$ cat src/rtl/program_ram.sv
`default_nettype none
// ============================================================================
// Module   : program_ram
// Purpose  : 16x8 program/data RAM for a SAP-style CPU. In run mode the word
//            addressed by the memory address register is driven toward the W
//            bus with zero latency. In program mode a loader fills memory
//            sequentially from address 0 over a valid/ready byte stream.
// Ports    : clk, rst           - clock, synchronous active-high reset
//            ram_addres, ce_n   - run-mode read address / active-low enable
//            prog_mode          - 1 = loader active, 0 = run mode
//            prog_valid/_data   - loader byte stream input
//            prog_ready         - loader can accept a byte this cycle
//            prog_done          - all words written since entering prog mode
//            prog_addr          - current loader write pointer
//            w_bus_out/_oe      - data and drive enable toward the W bus
// Revision : 1.0 - initial release
// ============================================================================
module program_ram #(
    parameter int ADDR_W = 4,
    parameter int DATA_W = 8
) (
    input  logic              clk,
    input  logic              rst,
    input  logic [ADDR_W-1:0] ram_addres,
    input  logic              ce_n,
    input  logic              prog_mode,
    input  logic              prog_valid,
    input  logic [DATA_W-1:0] prog_data,
    output logic              prog_ready,
    output logic              prog_done,
    output logic [ADDR_W-1:0] prog_addr,
    output logic [DATA_W-1:0] w_bus_out,
    output logic              w_bus_oe
);

    localparam int DEPTH = 2 ** ADDR_W;
    localparam logic [ADDR_W-1:0] c_LAST_ADDR = '1;
    localparam logic [ADDR_W-1:0] c_ONE       = {{(ADDR_W-1){1'b0}}, 1'b1};

    typedef enum logic [1:0] {
        S_IDLE = 2'd0,
        S_LOAD = 2'd1,
        S_DONE = 2'd2
    } state_t;

    state_t            r_state;
    state_t            w_next_state;
    logic              w_wr_en;
    logic              w_start;
    logic              w_oe;
    logic [ADDR_W-1:0] r_prog_addr;
    logic [DATA_W-1:0] r_mem [DEPTH];

    // ------------------------------------------------------------------
    // State register
    // ------------------------------------------------------------------
    always_ff @(posedge clk) begin
        if (rst) begin
            r_state <= S_IDLE;
        end else begin
            r_state <= w_next_state;
        end
    end

    // ------------------------------------------------------------------
    // Next-state and loader handshake decode
    // ------------------------------------------------------------------
    always_comb begin
        w_next_state = r_state;
        w_wr_en      = 1'b0;
        w_start      = 1'b0;
        prog_ready   = 1'b0;
        prog_done    = 1'b0;
        case (r_state)
            S_IDLE: begin
                if (prog_mode) begin
                    w_next_state = S_LOAD;
                    w_start      = 1'b1;
                end
            end
            S_LOAD: begin
                prog_ready = 1'b1;
                // Leaving program mode wins over a pending byte: the abort
                // edge must never write.
                if (!prog_mode) begin
                    w_next_state = S_IDLE;
                end else if (prog_valid) begin
                    w_wr_en = 1'b1;
                    if (r_prog_addr == c_LAST_ADDR) begin
                        w_next_state = S_DONE;
                    end
                end
            end
            S_DONE: begin
                prog_done = 1'b1;
                if (!prog_mode) begin
                    w_next_state = S_IDLE;
                end
            end
            default: begin
                w_next_state = S_IDLE;
            end
        endcase
    end

    // ------------------------------------------------------------------
    // Write pointer: restarts at 0 on every entry to LOAD; the increment
    // after the last word wraps to 0 by modulo arithmetic.
    // ------------------------------------------------------------------
    always_ff @(posedge clk) begin
        if (rst) begin
            r_prog_addr <= '0;
        end else if (w_start) begin
            r_prog_addr <= '0;
        end else if (w_wr_en) begin
            r_prog_addr <= r_prog_addr + c_ONE;
        end
    end

    // ------------------------------------------------------------------
    // Memory array: cleared on reset, written only at the loader pointer
    // ------------------------------------------------------------------
    always_ff @(posedge clk) begin
        if (rst) begin
            for (int i = 0; i < DEPTH; i++) begin
                r_mem[i] <= '0;
            end
        end else if (w_wr_en) begin
            r_mem[r_prog_addr] <= prog_data;
        end
    end

    // ------------------------------------------------------------------
    // Combinational read path; the bus is never driven in program mode
    // ------------------------------------------------------------------
    assign w_oe      = ~ce_n & ~prog_mode;
    assign w_bus_oe  = w_oe;
    assign w_bus_out = w_oe ? r_mem[ram_addres] : '0;
    assign prog_addr = r_prog_addr;

endmodule
`default_nettype wire

$ cat config.mk
export PLATFORM = sky130hd
export DESIGN_NAME = program_ram
export DESIGN_NICKNAME = d
export VERILOG_FILES = /design/src/rtl/program_ram.sv
export SDC_FILE = /design/constraint.sdc
export NUM_CORES = 1
export LEC_CHECK = 0
export CORE_ASPECT_RATIO = 2
export CORE_UTILIZATION = 50
export DETAILED_ROUTE_END_ITERATION = 10
export PLACE_DENSITY = 0.8
export SLEW_MARGIN = 10
export SYNTH_ARGS = -nofsm -noshare
export SYNTH_HDL_FRONTEND = slang
export SYNTH_SLANG_ARGS = --single-unit
export TNS_END_PERCENT = 5
$ cat constraint.sdc
create_clock -name clk -period 2.07 [get_ports clk]
set_input_delay 0.207 -clock clk [delete_from_list [all_inputs] [get_ports clk]]
set_output_delay 0.207 -clock clk [all_outputs]
set_load 0.01 [all_outputs]
==> results.yml, run 1 <==
run_status:
  status: "completed"
setup_path:
  critPathKind: "flip-flop to primary output"
  worstReg2RegStart: "r_state[0]$_SDFFE_PP0P_"
  max_stage_delay_ns: 0.49
  crit_family: "multiplexers"
  rr_worst_depth: 5
  crit_path_end_kind: "primary output"
  crit_slowest_cell: "mux4_2"
  r2r_setup_slack_ns: 0.28
  path_cells: "mux4_2 > nand2b_1 > nand3_1 > o21ai_1 > buf_2"
  cp.required_ns: 1.86
  crit_fanout: 1
  r2r-end: "r_mem[1][3]$_SDFFCE_PN0P_"
  crit_arrival_ns: 1.80
  cp-start-kind: "flip-flop"
  critPathBufInv: 1
synth:
  yosys_warnings: 0
  syn_inst: 483
  synth_nets: 505
  async_flop_share_pct: 0
  synth.distinct_cells: 42
  synth-xor-area-share_pct: 0
  synth.yosys.seq_area_share_pct: 60.68
  synth-seq-cells: 134
  synth_top_family_by_area: "simple AND/OR/NAND/NOR gates"
  synthAdderAreaFrac_pct: 0.9577
  synth_simple_gate_area_share_pct: 19.69
  synth_compound_area_share_pct: 5.938
  syn-cell-area_sq_mm: 0.006533
  synth_mux_area_share_pct: 9.998
  synthFlopType: "edfxtp_1"
  syn_area_per_cell_sq_um: 13.52
  synth_edf_count: 128
floorplan:
  io_pins: 32
  die_w_um: 82.83
  start_util_pct: 51.73
  dieArea_sq_mm: 0.01355
  core-area_sq_mm: 0.01263
  dieHeight_um: 163.6
  rows: 58
timing:
  setup_viol: 0
  rsz0062_at_grt: "false"
  period_needed_ns: 2.006
  clock-skew-final_ns: 0.005833
  hold_viol_final: 0
  setup_tns_ns: 0
  worstMarginPinSlew_ns: 0.7788
  drv_slew: 0
  fmax_ghz: 0.4985
  period_share_pct: 96.92
  relSlewSlack_pct: 47.92
place:
  gp_congestion: 0.9835
  port-buffer-count: 31
  place_area_sq_mm: 0.007348
  dp_cells: 693
  dp_hpwl_um: 11070
power:
  power-per-cell-area_mw_per_mm2: 857.1
  peakVddDrop_uv: 653.3
  p_leak_nw: 3.127
min_path:
  worstHoldStart: "rst"
  hold_path_depth: 3
  hold_path_class: "primary input to flip-flop"
  holdPathEnd: "prog_addr[3]$_SDFFE_PP0P_"
global_route:
  grt_pass1_wl_um: 24400
  met3_usage_pct: 5.508
  grt_max_degree: 22
  use_met1_pct: 24.60
  busiest_layer: "met2"
  track_usage_pct: 24.57
  antenna_found_initial: 0
  grt_overflow_total: 0
  grt_pass1_vias: 4439
  met2_usage_pct: 45.19
cells_and_area:
  area_delta_synth_final_pct: 23.44
  stdcell_area_sq_mm: 0.008064
  fin_cells: 725
  fillers: 916
  layout-drive-gt1-share_pct: 24.17
  n_antenna_cell: 0
  fin_util_pct: 63.86
  final_nets: 585
cts:
  path_clk_slew_ns: 0.06
  cts_tree: "built"
  root_buffer: "clkbuf_16"
  cts.sinks: 134
  cts_buffers: 17
  cts_buffer_depth: 2
  cts_htree_levels: 4
  clkLatencyLatePin_ns: 0.42
routing:
  drtAntennaViolNets: 0
  routedWlPerCell_um: 21.78
  routed_wl_um: 15790
  drtIter0Drc: 276
  drc: 0
  via_count: 4207
  vias_per_cell: 5.803
  drt_first_pass_iters: 5
flow_run:
  drv_cap: 0
-- worst max-delay path by stage --
| stage | start | end | slack [ns] | cells after the start |
|---|---|---|---|---|
| final | r_mem[2][5]$_SDFFCE_PN0P_ | w_bus_out[5] | 0.06 | 5 |
| after global routing | ram_addres[1] | w_bus_out[0] | 0.02 | 9 |
| after CTS | ram_addres[2] | w_bus_out[0] | -0.03 | 7 |
| after detailed placement | ram_addres[1] | w_bus_out[5] | -0.60 | 9 |
| after global placement | ram_addres[1] | w_bus_out[5] | -0.56 | 9 |
| after floorplan | prog_addr[3]$_SDFFE_PP0P_ | r_mem[10][0]$_SDFFCE_PN0P_ | 0.12 | 3 |
-- kinds of logic (layout without fill, tap and decap cells) --
kind of cell | Yosys count | after routing
buf+inv | 29 | 121
flops | 134 | 134
mux | 59 | 59
simple gates | 197 | 197
compound gates | 59 | 59
fa+ha+maj | 5 | 5
-- sequential cells by signal (all words and copies together), names as in the netlist --
signal / cells
r_state: 2
r_mem: 128
prog_addr: 4
-- cell usage after synthesis (3+ instances only) --
cell type | instances | area (sq um)
buf_2 | 7 | 35.03
inv_1 | 3 | 11.26
nor3_4 | 4 | 65.06
mux2i_1 | 54 | 540.5
buf_6 | 5 | 56.30
nand2b_1 | 4 | 25.02
nor2_2 | 10 | 62.56
nor2b_1 | 4 | 25.02
nand3_1 | 7 | 35.03
nor2_1 | 8 | 30.03
o21ai_1 | 7 | 35.03
dfxtp_1 | 6 | 120.1
ha_1 | 5 | 62.56
and2_1 | 128 | 800.8
nand3_4 | 4 | 70.07
nand2_1 | 11 | 41.29
or2_1 | 3 | 18.77
mux4_2 | 5 | 112.6
edfxtp_1 | 128 | 3844
a22oi_1 | 28 | 210.2
o21ai_0 | 14 | 70.07
clkbuf_1 | 11 | 41.29
nor3_1 | 3 | 15.01
-- per-stage QoR --
stage          power (mW)  setup slack [ns]  hold WS, ns
6_report            6.912           0.06378       0.5167
5_1_grt             7.076           0.01957       0.5751
3_3_place_gp        3.618           -0.5625       0.6211
4_1_cts             6.926          -0.02500       0.5145
2_1_floorplan       3.388            0.1203       0.3529
3_5_place_dp        3.637           -0.6017       0.6494
-- placed cells by master (no fill, tap or decap), types with 4 or more instances in the layout --
cell,n
nor2_1,7
nor2_2,10
a22oi_1,18
nand2b_1,4
ha_1,5
edfxtp_1,128
mux4_2,5
and2_1,128
bufinv_16,5
dfxtp_1,6
buf_2,7
inv_6,4
nand3_1,7
buf_4,49
o21ai_1,7
clkdlybuf4s50_1,20
nand3_4,4
a22oi_2,10
clkbuf_16,17
nand2_1,11
o21ai_0,14
buf_12,7
nor3_4,4
mux2i_1,54
-- layer usage --
metal / part of all wire, % / up-vias
met5: 0 / -
met4: 5.4 / 0
met3: 5.0 / 52
met2: 55 / 173
met1: 35 / 2061
li1: - / 1921
-- worst min-delay path, stage by stage --
cell and delay (ns):
clkdlybuf4s50_1 0.41, buf_4 0.18, nor2_1 0.09
-- timing repair --
item | in CTS | in global routing
setup buffers | 0 | 1
resized for setup | 49 | 4
hold buffers | 0 | 0
pin swaps | 4 | 0
endpoints found under the setup margin | 8 | 7
-- power breakdown --
part	switching [mW]	internal [mW]	total, mW
Sequential	0.0311	3.05	3.08
Combinational	0.302	0.220	0.523
Clock	1.16	2.15	3.31
-- layout make-up --
class	instances	area, sq um	share of cell area, %
Clock inverter	14	224.0	2.777
Sequential cell	134	3964	49.15
Timing Repair Buffer	87	787.0	9.760
Tap cell	150	187.7	2.327
Multi-Input combinational cell	320	2465	30.57
Clock buffer	17	425.4	5.275
Inverter	3	11.26	0.1396
Power figures use the tool's default switching activity.
==> run 2, diff against run 1 <==
- CORE_UTILIZATION: 50 -> 54
- GPL_TIMING_DRIVEN: not set -> 0
- MAX_ROUTING_LAYER: not set -> met4
- PLACE_DENSITY: 0.8 -> 0.85
==> results.yml, run 2 (synthesis results as in run 1) <==
setup_path:
  cp.required_ns: 1.86
  r2r_setup_slack_ns: -0.01
  r2r-end: "r_mem[9][4]$_SDFFCE_PN0P_"
  crit_arrival_ns: 1.92
  cp-start-kind: "flip-flop"
  rr_worst_depth: 4
  crit_path_end_kind: "primary output"
  worstReg2RegStart: "r_state[0]$_SDFFE_PP0P_"
  crit_fanout: 1
  critPathKind: "flip-flop to primary output"
floorplan:
  rows: 56
  die_w_um: 79.77
  io_pins: 32
  dieHeight_um: 157.5
  start_util_pct: 55.50
  core-area_sq_mm: 0.01177
  dieArea_sq_mm: 0.01257
routing:
  vias_per_cell: 6.078
  via_count: 4188
  drc: 0
  drt_first_pass_iters: 5
  routed_wl_um: 16410
  routedWlPerCell_um: 23.81
  drtAntennaViolNets: 0
  drtIter0Drc: 510
power:
  p_leak_nw: 2.904
  peakVddDrop_uv: 631.0
  power.total_mw: 6.783
  power-per-cell-area_mw_per_mm2: 878.3
cells_and_area:
  regMostFlops: "r_mem"
  largest_reg_flops: 128
  multi_input_area_sq_mm: 0.002462
  area_delta_synth_final_pct: 18.23
  layout_commonest_cell: "and2_1"
  final_nets: 554
  layout_common_cells: "and2_1 (129), edfxtp_1 (128), mux2i_1 (52), a22oi_1 (24), clkdlybuf4s50_1 (20)"
  register_area_sq_mm: 0.003964
  n_antenna_cell: 0
  fillers: 835
  layout-drive-gt1-share_pct: 16.73
  fin_util_pct: 65.61
timing:
  hold_viol_final: 0
  period_needed_ns: 2.123
  worstMarginPinSlew_ns: 0.8467
  hold_slack_ns: 0.4859
  setup_viol: 35
  drv_slew: 0
  clock-skew-final_ns: 0.007841
  setup_ws_ns: -0.05297
  fmax_ghz: 0.4710
  relSlewSlack_pct: 43.17
  period_share_pct: 102.6
  rsz0062_at_grt: "true"
global_route:
  grt_pass1_vias: 4203
  track_usage_pct: 29.23
  grt_overflow_total: 0
  grt_max_degree: 17
  antenna_found_initial: 0
  grt_pass1_wl_um: 24580
min_path:
  holdPathEnd: "r_state[1]$_SDFFE_PP0P_"
  hold_path_depth: 2
  hold_path_class: "primary input to flip-flop"
  worstHoldStart: "prog_mode"
place:
  pre_cts_slack_ns: -0.8233
  dp_hpwl_um: 11650
  gp_congestion: 0.9498
  port-buffer-count: 28
run_status:
  violations: "setup timing"
  status: "finished with violations"
cts:
  clkLatencyLatePin_ns: 0.42
  root_buffer: "clkbuf_16"
  cts_tree: "built"
  postCtsHoldBufs: 0
  path_clk_slew_ns: 0.06
  cts_buffers: 17
  cts_htree_levels: 4
  cts.sinks: 134
  cts_buffer_depth: 2
flow_run:
  drv_cap: 0
run 2: changes by cell type in the layout (fill, tap and decap cells not counted), sizes merged:
cell          before  now
clkinvlp           1    2
dlymetal6s2s       1    0
clkinv             4    7
dlygate4sd2        1    5
buf               64   17
inv                7    3
clkbuf            17   30
run 2: timing repair:
item	in CTS	in global routing
buffers inserted	2	0
resized for setup	42	4
pin swaps	1	0
setup endpoints to repair	112	117
run 2: how the worst max path moves through the flow:
stage                                    startpoint                    endpoint  depth (start not counted)
final                     r_mem[1][1]$_SDFFCE_PN0P_                w_bus_out[1]                          4
after global routing                            rst   r_mem[7][6]$_SDFFCE_PN0P_                          5
after CTS                   r_state[0]$_SDFFE_PP0P_   r_mem[9][7]$_SDFFCE_PN0P_                          4
after detailed placement                  prog_mode   r_mem[9][4]$_SDFFCE_PN0P_                          4
after global placement                    prog_mode                w_bus_out[2]                          5
after floorplan           prog_addr[3]$_SDFFE_PP0P_  r_mem[10][0]$_SDFFCE_PN0P_                          3
run 2: power breakdown:
part	switching (mW)	total, mW	internal [mW]
Sequential	0.0312	3.09	3.06
Clock	1.11	3.22	2.12
Combinational	0.300	0.474	0.174
run 2: metrics by stage:
step	area (sq um)	setup TNS [ns]	std cells
after global routing	7724	-12.23	689
after CTS	7716	-0.3451	689
after global placement	6994	-82.40	656
final	7724	-0.4685	689
after detailed placement	6994	-88.00	656
after floorplan	6533	0	483
run 2: layout make-up:
cell class | count | share of cell area (%)
flip-flops and latches | 134 | 51.32
multi-input cells | 320 | 31.88
clock buffers | 17 | 5.508
repair buffers | 30 | 3.775
clock inverters | 14 | 2.705
well taps | 145 | 2.349
plain buffers | 26 | 2.317
inverters | 3 | 0.1458
run 2: worst max-delay path, stage by stage, from the launching register on:
cell and delay, ns:
edfxtp_1 0.41, mux4_2 0.47, o211ai_1 0.23, o21ai_1 0.10, dlygate4sd2_1 0.29
run 2: layer usage:
layer | track usage (%) | vias to the layer above | wire length (um)
met3 | 5.507 | 57 | 908
met5 | - | - | 0
li1 | - | 1864 | -
met2 | 52.67 | 187 | 9243
met1 | 28.19 | 2080 | 5389
met4 | 17.35 | 0 | 865
